$ cat src/rtl/br_update_queue.sv
// br_update_queue: in-order branch-update buffer that splits same-bank pairs across cycles; define BR_UPDATE_QUEUE_BYPASS_EN for same-cycle bypass when empty
module br_update_queue #(
  parameter int ENTRY_NUM = 8,
  parameter int ADDR_WIDTH = 32,
  parameter int INSN_SHIFT = 2,
  parameter int IDX_BITS = 8,
  parameter int BANK_BITS = 1,
  parameter int PREV_WIDTH = 40
) (
  input  logic clk,
  input  logic rst,
  input  logic [1:0] in_valid,
  input  logic [1:0][ADDR_WIDTH-1:0] in_addr,
  input  logic [1:0] in_taken,
  input  logic [1:0] in_mispred,
  input  logic [1:0] in_is_cond,
  input  logic [1:0][PREV_WIDTH-1:0] in_prev,
  output logic in_ready,
  output logic [1:0] out_valid,
  output logic [1:0][ADDR_WIDTH-1:0] out_addr,
  output logic [1:0] out_taken,
  output logic [1:0] out_mispred,
  output logic [1:0] out_is_cond,
  output logic [1:0][PREV_WIDTH-1:0] out_prev,
  output logic [$clog2(ENTRY_NUM):0] count,
  output logic [15:0] drop_cnt
);
  localparam int PW = $clog2(ENTRY_NUM);
  localparam int EW = PREV_WIDTH + ADDR_WIDTH + 3;
  logic [EW-1:0] mem [ENTRY_NUM];
  logic [PW:0] head, tail, nin, nout, nst, count_next;
  logic [PW-1:0] h1, t1;
  logic [EW-1:0] in_e0, in_e1, e0, e1, o0, o1, s0;
  logic [1:0] acc, ndrop;
  logic [16:0] drop_sum;
  logic byp;
  function automatic logic clash(input logic [ADDR_WIDTH-1:0] a, input logic [ADDR_WIDTH-1:0] b);
    return a[INSN_SHIFT +: BANK_BITS] == b[INSN_SHIFT +: BANK_BITS] || a[INSN_SHIFT +: IDX_BITS] == b[INSN_SHIFT +: IDX_BITS];
  endfunction
`ifdef BR_UPDATE_QUEUE_BYPASS_EN
  assign byp = count == '0;
`else
  assign byp = 1'b0;
`endif
  always_comb begin
    in_e0 = {in_prev[0], in_is_cond[0], in_mispred[0], in_taken[0], in_addr[0]};
    in_e1 = {in_prev[1], in_is_cond[1], in_mispred[1], in_taken[1], in_addr[1]};
    acc = in_valid & {2{in_ready}};
    e0 = acc[0] ? in_e0 : in_e1;
    e1 = in_e1;
    h1 = head[PW-1:0] + 1'b1;
    t1 = tail[PW-1:0] + 1'b1;
    o0 = byp ? e0 : mem[head[PW-1:0]];
    o1 = byp ? e1 : mem[h1];
    out_valid[0] = byp ? |acc : head != tail;
    out_valid[1] = (byp ? &acc : count > (PW+1)'(1)) && !clash(o0[ADDR_WIDTH-1:0], o1[ADDR_WIDTH-1:0]);
    nin = (PW+1)'(acc[0]) + (PW+1)'(acc[1]);
    nout = (PW+1)'(out_valid[0]) + (PW+1)'(out_valid[1]);
    nst = byp ? nin - nout : nin;
    s0 = (byp && out_valid[0]) ? e1 : e0;
    count_next = count + nin - nout;
    ndrop = in_ready ? 2'd0 : {1'b0, in_valid[0]} + {1'b0, in_valid[1]};
    drop_sum = {1'b0, drop_cnt} + {15'd0, ndrop};
    out_addr[0] = o0[ADDR_WIDTH-1:0];
    out_addr[1] = o1[ADDR_WIDTH-1:0];
    out_taken = {o1[ADDR_WIDTH], o0[ADDR_WIDTH]};
    out_mispred = {o1[ADDR_WIDTH+1], o0[ADDR_WIDTH+1]};
    out_is_cond = {o1[ADDR_WIDTH+2], o0[ADDR_WIDTH+2]};
    out_prev[0] = o0[EW-1 -: PREV_WIDTH];
    out_prev[1] = o1[EW-1 -: PREV_WIDTH];
  end
  always_ff @(posedge clk) begin
    if (rst) begin
      head <= '0;
      tail <= '0;
      count <= '0;
      in_ready <= 1'b1;
      drop_cnt <= '0;
    end else begin
      head <= head + (byp ? '0 : nout);
      tail <= tail + nst;
      count <= count_next;
      in_ready <= count_next <= (PW+1)'(ENTRY_NUM - 2);
      drop_cnt <= drop_sum[16] ? 16'hFFFF : drop_sum[15:0];
    end
  end
  always_ff @(posedge clk) begin
    if (nst != '0) mem[tail[PW-1:0]] <= s0;
    if (nst == (PW+1)'(2)) mem[t1] <= e1;
  end
endmodule

$ cat config.mk
export PLATFORM = sky130hd
export DESIGN_NAME = br_update_queue
export DESIGN_NICKNAME = d
export VERILOG_FILES = /design/src/rtl/br_update_queue.sv
export SDC_FILE = /design/constraint.sdc
export NUM_CORES = 1
export LEC_CHECK = 0
export CAP_MARGIN = 20
export CORE_MARGIN = 10
export CORE_UTILIZATION = 54
export CTS_BUF_LIST = sky130_fd_sc_hd__clkbuf_2 sky130_fd_sc_hd__clkbuf_4 sky130_fd_sc_hd__clkbuf_8
export DETAILED_ROUTE_END_ITERATION = 10
export HOLD_SLACK_MARGIN = 0.08
export PLACE_DENSITY = 0.86
export SYNTH_ARGS = -nofsm -noshare
export SYNTH_HDL_FRONTEND = slang
export SYNTH_SLANG_ARGS = --single-unit
$ cat constraint.sdc
create_clock -name clk -period 6.1 [get_ports clk]
set_input_delay 1.22 -clock clk [delete_from_list [all_inputs] [get_ports clk]]
set_output_delay 1.22 -clock clk [all_outputs]
set_load 0.005 [all_outputs]
# Word-level counts from Yosys, hierarchy flattened
# Memory sizes are Yosys's and may differ from the RTL's. A register that Yosys moved wholly into a read port is not among the register bits.
# Cells that the tools add are included.
# Widths: inputs -> output; s select.
[classes] n_addsub=10 n_lt_le_gt_ge=2 n_eq_ne=4 muxes=8 bitwise_logic=1 n_reduce_logical=4
[ops] cell="$mux 75" count=1
[ops] cell="$add 16x2->17" count=1
[ops] cell="$mux 16" count=1
[ops] cell="$add 4x2->4" count=3
[ops] cell="$eq 8x8->1" count=1
[ops] cell="$add 1x1->2" count=3
[ops] cell="$add 3x1->3 const B" count=2
[ops] cell="$gt 4x1->1 const B" count=1
[ops] cell="$le 4x3->1 const B" count=1
[ops] cell="$mux 1" count=4
[ops] cell="$ne 4x4->1" count=1
[ops] cell="$reduce_bool 4->1" count=1
[ops] cell="$sub 4x2->4" count=1
[ops] cell="$mux 3" count=1
[ops] cell="$and 2x2->2" count=1
[ops] cell="$eq 2x2->1 const B" count=1
[ops] cell="$mux 2" count=1
[ops] cell="$eq 1x1->1" count=1
[ops] cell="$logic_and 1x1->1" count=1
[ops] cell="$logic_not 1->1" count=1
[ops] cell="$logic_or 1x1->1" count=1
[word_totals] ff_bits=29 ram_bits=600 in_bits=154 wordCells=35 n_memories=1
[memory_table] memory="mem" words=8 word_bits=75 read_ports=2 rd_ports_with_merged_regs=1 write_ports=2 line="30" rtl="logic [EW-1:0] mem [ENTRY_NUM];"

# Depth between registers and ports, before layout
# An unclocked memory read counts as a cell.
[logic_depth] word_depth=9 ltp_mapped=15 ltp_nobuf=14

# Worst setup path before layout
# No wires, ideal clock.
[synth_path] kind="input to register" from="in in_valid[0]" to="mem mem[3][0] (netlist name) (enable)" arrival_ps=5783 t_required_ps=5566 setup_slack_ps=-217 cell_stages=7 path_buffers=1 path_cell_list="and2_1 -> buf_2 -> ha_1 -> nand2_1 -> nor3_1 -> a31oi_1 -> o22ai_1"
[synth_rtl] element="start, declared" line="12" rtl="input logic [1:0] in_valid,"
[synth_rtl] element="end, declared" line="30"

==> tab_implementation.tex <==
\begin{tabular}{lr}
\hline
Metric & Value \\
\hline
\multicolumn{2}{l}{\textbf{Logic synthesis}} \\
Share of Yosys cell area claimed by the top area cell type & 0.502 \\
Synth warn & 0 \\
Number of nets produced by synthesis & between 2000 and 2500 \\
Largest cells by area after synthesis & sky130\_fd\_sc\_hd\_\_edfxtp\_1 (50\%), sky130\_fd\_sc\_hd\_\_mux2\_2 (23\%), sky130\_fd\_sc\_hd\_\_mux4\_2 (19\%), sky130\_fd\_sc\_hd\_\_dfxtp\_1 (1.6\%), sky130\_fd\_sc\_hd\_\_buf\_2 (1.3\%) \\
Proportion of synthesized chip area in sequential cells & 0.518 \\
Synthesized area & approximately 36000 µm² \\
Cell type with the largest total area after synthesis & sky130\_fd\_sc\_hd\_\_edfxtp\_1 \\
Synth Area per Inst & between 15 and 20 µm² \\
Seq cells post-synth & about 630 \\
Gate Count Post-Synth & between 2000 and 2500 \\
Yosys cell types & 38 \\
\multicolumn{2}{l}{\textbf{Timing}} \\
Max-slew headroom at the worst pin & 0.302 \\
Final TNS setup & 0 ns \\
Count of endpoints failing setup in the final report & 0 \\
Worst hold slack & 0.547 ns \\
Final slew viol count & 0 \\
Worst Tran Pin Value & $\sim$1.0 ns \\
Final hold violations & 0 \\
Unrepaired setup endpoints after global routing & false \\
Final setup skew & 0.0291 ns \\
Maximum operating frequency & around 0.19 GHz \\
Period utilisation layout & 0.860 \\
Time the final worst path needs with I/O delays and setup & approximately 5.2 ns \\
\multicolumn{2}{l}{\textbf{Power}} \\
Part of the power in the clock network & 0.187 \\
Pwr Density & 490 nW/µm² \\
Maximum vdd drop & about 380 µV \\
Comb power frac & 0.507 \\
Sw Share & 0.333 \\
Net switching power of the design & between 6 and 7 mW \\
Internal portion of total power & 13.8 mW \\
Sequential share of power & 0.306 \\
Sum of internal, switching and leakage power & between 20 and 25 mW \\
Static power due to leakage & 13.5 nW \\
\multicolumn{2}{l}{\textbf{Floorplanning}} \\
Die Span X & $\sim$280 µm \\
Initial standard-cell utilization of the core & 0.545 \\
Die area & $\sim$77000 µm² \\
Number of core rows & 94 \\
Die Height & between 200 and 300 µm \\
Area of the core region & 65900 µm² \\
Top-level port count & between 300 and 400 \\
\multicolumn{2}{l}{\textbf{Setup path}} \\
Crit. End Element & output pin \\
Chain of cells forming the critical path & ha\_4 -> buf\_4 -> mux4\_2 -> mux2\_2 -> clkdlybuf4s50\_1 \\
Crit path max-delay cell type & sky130\_fd\_sc\_hd\_\_dfxtp\_4 \\
Maximum single-stage delay on the critical path & between 0.7 and 0.8 ns \\
Crit Path Class & reg -> out \\
Critical Path RT & 4.88 ns \\
Buf/Inv on CP & 2 \\
Kind of launch point of the worst setup path & flop \\
Kind of cell adding the most delay to the critical path & buffers and inverters \\
Maximum fanout along the worst path & 40 \\
Endpoint arrival time on the critical path & 4.03 ns \\
\multicolumn{2}{l}{\textbf{Flow run}} \\
Reported max-cap violation count & 0 \\
\multicolumn{2}{l}{\textbf{GRT}} \\
Initial antenna violation count & 20 \\
Number of global-route vias before repair & $\sim$24000 \\
GRT Overall Usage & 0.250 \\
Pin count of the biggest net entering global routing & roughly 130 \\
Wire length of the first global-routing pass & $\sim$150000 µm \\
Grt total ovfl & 0 \\
\multicolumn{2}{l}{\textbf{CTS}} \\
Number of levels in the clock H-tree & 3 \\
Buffer levels on the longest clock path & 3 \\
Sink Count & $\sim$630 \\
Clock insertion delay at the later pin of the skew report & $\sim$0.71 ns \\
Number of gates resized after CTS & 0 \\
CTS tree & built \\
Clock tree root buffer cell & sky130\_fd\_sc\_hd\_\_clkbuf\_8 \\
Clock-pin slew on the worst setup and hold paths & roughly 0.06 ns \\
Number of buffers created by CTS & 105 \\
Cts hold-fix bufs & 0 \\
Buffer count from post-CTS setup fixing & 0 \\
\multicolumn{2}{l}{\textbf{Placement}} \\
Port Buffer Count & 326 \\
GPL Wtd Cong & between 0.8 and 0.9 \\
Placed inst area & roughly 40000 µm² \\
Final HPWL DP & 58800 µm \\
\multicolumn{2}{l}{\textbf{Route}} \\
Routed via count divided by cell count & roughly 6.6 \\
Residual DRC count & 0 \\
Routed length per placed instance & roughly 30 µm \\
Initial DRC count & around 2000 \\
Pre-Repair DR Iteration Count & 6 \\
Vias & roughly 22000 \\
Final antenna-violating net count & 0 \\
DRT Wirelength & slightly below 100000 µm \\
\multicolumn{2}{l}{\textbf{Layout}} \\
Commonest cells after routing, fill and taps aside & sky130\_fd\_sc\_hd\_\_mux2\_2 (737), sky130\_fd\_sc\_hd\_\_edfxtp\_1 (600), sky130\_fd\_sc\_hd\_\_clkdlybuf4s50\_1 (326), sky130\_fd\_sc\_hd\_\_mux4\_2 (300), sky130\_fd\_sc\_hd\_\_clkbuf\_8 (112) \\
Area growth from synthesis to layout & 18.0\% \\
Net count reported at finish & about 2500 \\
Core occupancy in the finished layout & 0.643 \\
Final std cell area, no fill & about 42000 µm² \\
Share of cells above drive strength 1 & 0.525 \\
Most common cell after layout, fill and taps aside & sky130\_fd\_sc\_hd\_\_mux2\_2 \\
\multicolumn{2}{l}{\textbf{Status}} \\
Status & complete, no violations \\
\multicolumn{2}{l}{\textbf{Hold path}} \\
Type of the worst min-delay path & reg -> reg \\
\hline
\end{tabular}
layout make-up:
class                           instances  area [µm²]
Fill cell                            4415       23500
Sequential cell                       629       18600
Multi-Input combinational cell       1216       16600
Timing Repair Buffer                  371        3770
Clock buffer                          144        1780
Inverter                               25        93.8
Tap cell                              864        1080
Antenna cell                            9        22.5
Clock inverter                         52         393
stage by stage:
stage,instances,worst slack [ns]
final,3310,0.852
after global routing,3309,0.637
after CTS,3299,0.744
after detailed placement,3103,1.28
after global placement,3103,1.34
after floorplan,2027,-0.141
flip-flops by register name (all words and copies together), names as in the netlist:
signal / count
count: 4
tail: 4
head: 4
mem: 600
in_ready: 1
drop_cnt: 16
cells in the mapped netlist:
cell type,count
sky130_fd_sc_hd__a21o_1,2
sky130_fd_sc_hd__a21oi_1,24
sky130_fd_sc_hd__a311oi_1,1
sky130_fd_sc_hd__a31oi_1,4
sky130_fd_sc_hd__and2_1,1
sky130_fd_sc_hd__and3_1,2
sky130_fd_sc_hd__and4_1,1
sky130_fd_sc_hd__buf_1,9
sky130_fd_sc_hd__buf_2,96
sky130_fd_sc_hd__buf_4,31
sky130_fd_sc_hd__clkbuf_1,21
sky130_fd_sc_hd__dfxtp_1,29
sky130_fd_sc_hd__edfxtp_1,600
sky130_fd_sc_hd__fa_1,5
sky130_fd_sc_hd__ha_1,18
sky130_fd_sc_hd__inv_1,25
sky130_fd_sc_hd__mux2_1,13
sky130_fd_sc_hd__mux2_2,737
sky130_fd_sc_hd__mux4_2,300
sky130_fd_sc_hd__nand2_1,13
sky130_fd_sc_hd__nand2b_1,4
sky130_fd_sc_hd__nand3_1,5
sky130_fd_sc_hd__nand4_1,6
sky130_fd_sc_hd__nor2_1,17
sky130_fd_sc_hd__nor2b_1,8
sky130_fd_sc_hd__nor3_1,6
sky130_fd_sc_hd__nor4_1,4
sky130_fd_sc_hd__nor4_2,1
sky130_fd_sc_hd__nor4bb_1,1
sky130_fd_sc_hd__o21ai_1,4
sky130_fd_sc_hd__o22a_1,1
sky130_fd_sc_hd__o22ai_1,8
sky130_fd_sc_hd__o31ai_2,2
sky130_fd_sc_hd__or2_2,2
sky130_fd_sc_hd__or4_1,2
sky130_fd_sc_hd__xnor2_1,12
sky130_fd_sc_hd__xnor2_2,1
sky130_fd_sc_hd__xor2_1,11
worst paths after layout:
kind                            startpoint            to  slack, ns  depth (start not counted)
worst max-delay path               head[1]  out_prev[49]       0.85                          5
worst min register to register     tail[3]       tail[3]       0.55                          2
worst min-delay path               tail[3]       tail[3]       0.55                          2
worst max register to register     head[1]      in_ready       1.59                         13
cells by family after synthesis:
kind of cell | synth area share
DFF | 0.518
and+or+nand+nor | 0.0107
AOI/OAI and AO/OA | 0.00759
adders and majority gates | 0.00906
buffers and inverters | 0.0256
xor gates and xnor gates | 0.00606
muxes | 0.423
worst register-to-register path, stage by stage, from the launching register on:
cell,delay (ns)
sky130_fd_sc_hd__dfxtp_4,0.73
sky130_fd_sc_hd__ha_4,0.67
sky130_fd_sc_hd__mux4_2,0.59
sky130_fd_sc_hd__mux2_2,0.32
sky130_fd_sc_hd__xnor2_1,0.15
sky130_fd_sc_hd__nor2_1,0.09
sky130_fd_sc_hd__ha_1,0.26
sky130_fd_sc_hd__fa_1,0.57
sky130_fd_sc_hd__inv_1,0.06
sky130_fd_sc_hd__ha_1,0.28
sky130_fd_sc_hd__a21o_1,0.18
sky130_fd_sc_hd__a21oi_1,0.19
sky130_fd_sc_hd__xnor2_1,0.12
sky130_fd_sc_hd__o22a_1,0.20
power by group through the flow:
stage / combinational (mW) / sequential [mW] / clock, mW
global route: 11.1 / 6.42 / 4.14
global placement: 10.4 / 6.34 / 0
CTS: 10.6 / 6.33 / 3.93
finish: 10.5 / 6.34 / 3.88
floorplan: 6.28 / 6.19 / 0
detailed placement: 10.5 / 6.42 / 0
routing by layer:
layer,global-route usage,share of wire,up-vias
met2,0.409,0.50,1116
met4,0.0851,0.025,20
met5,0,0.0012,-
li1,-,-,9102
met3,0.0703,0.10,190
met1,0.317,0.38,11318
Note: power is estimated with default switching activity, not from simulation.
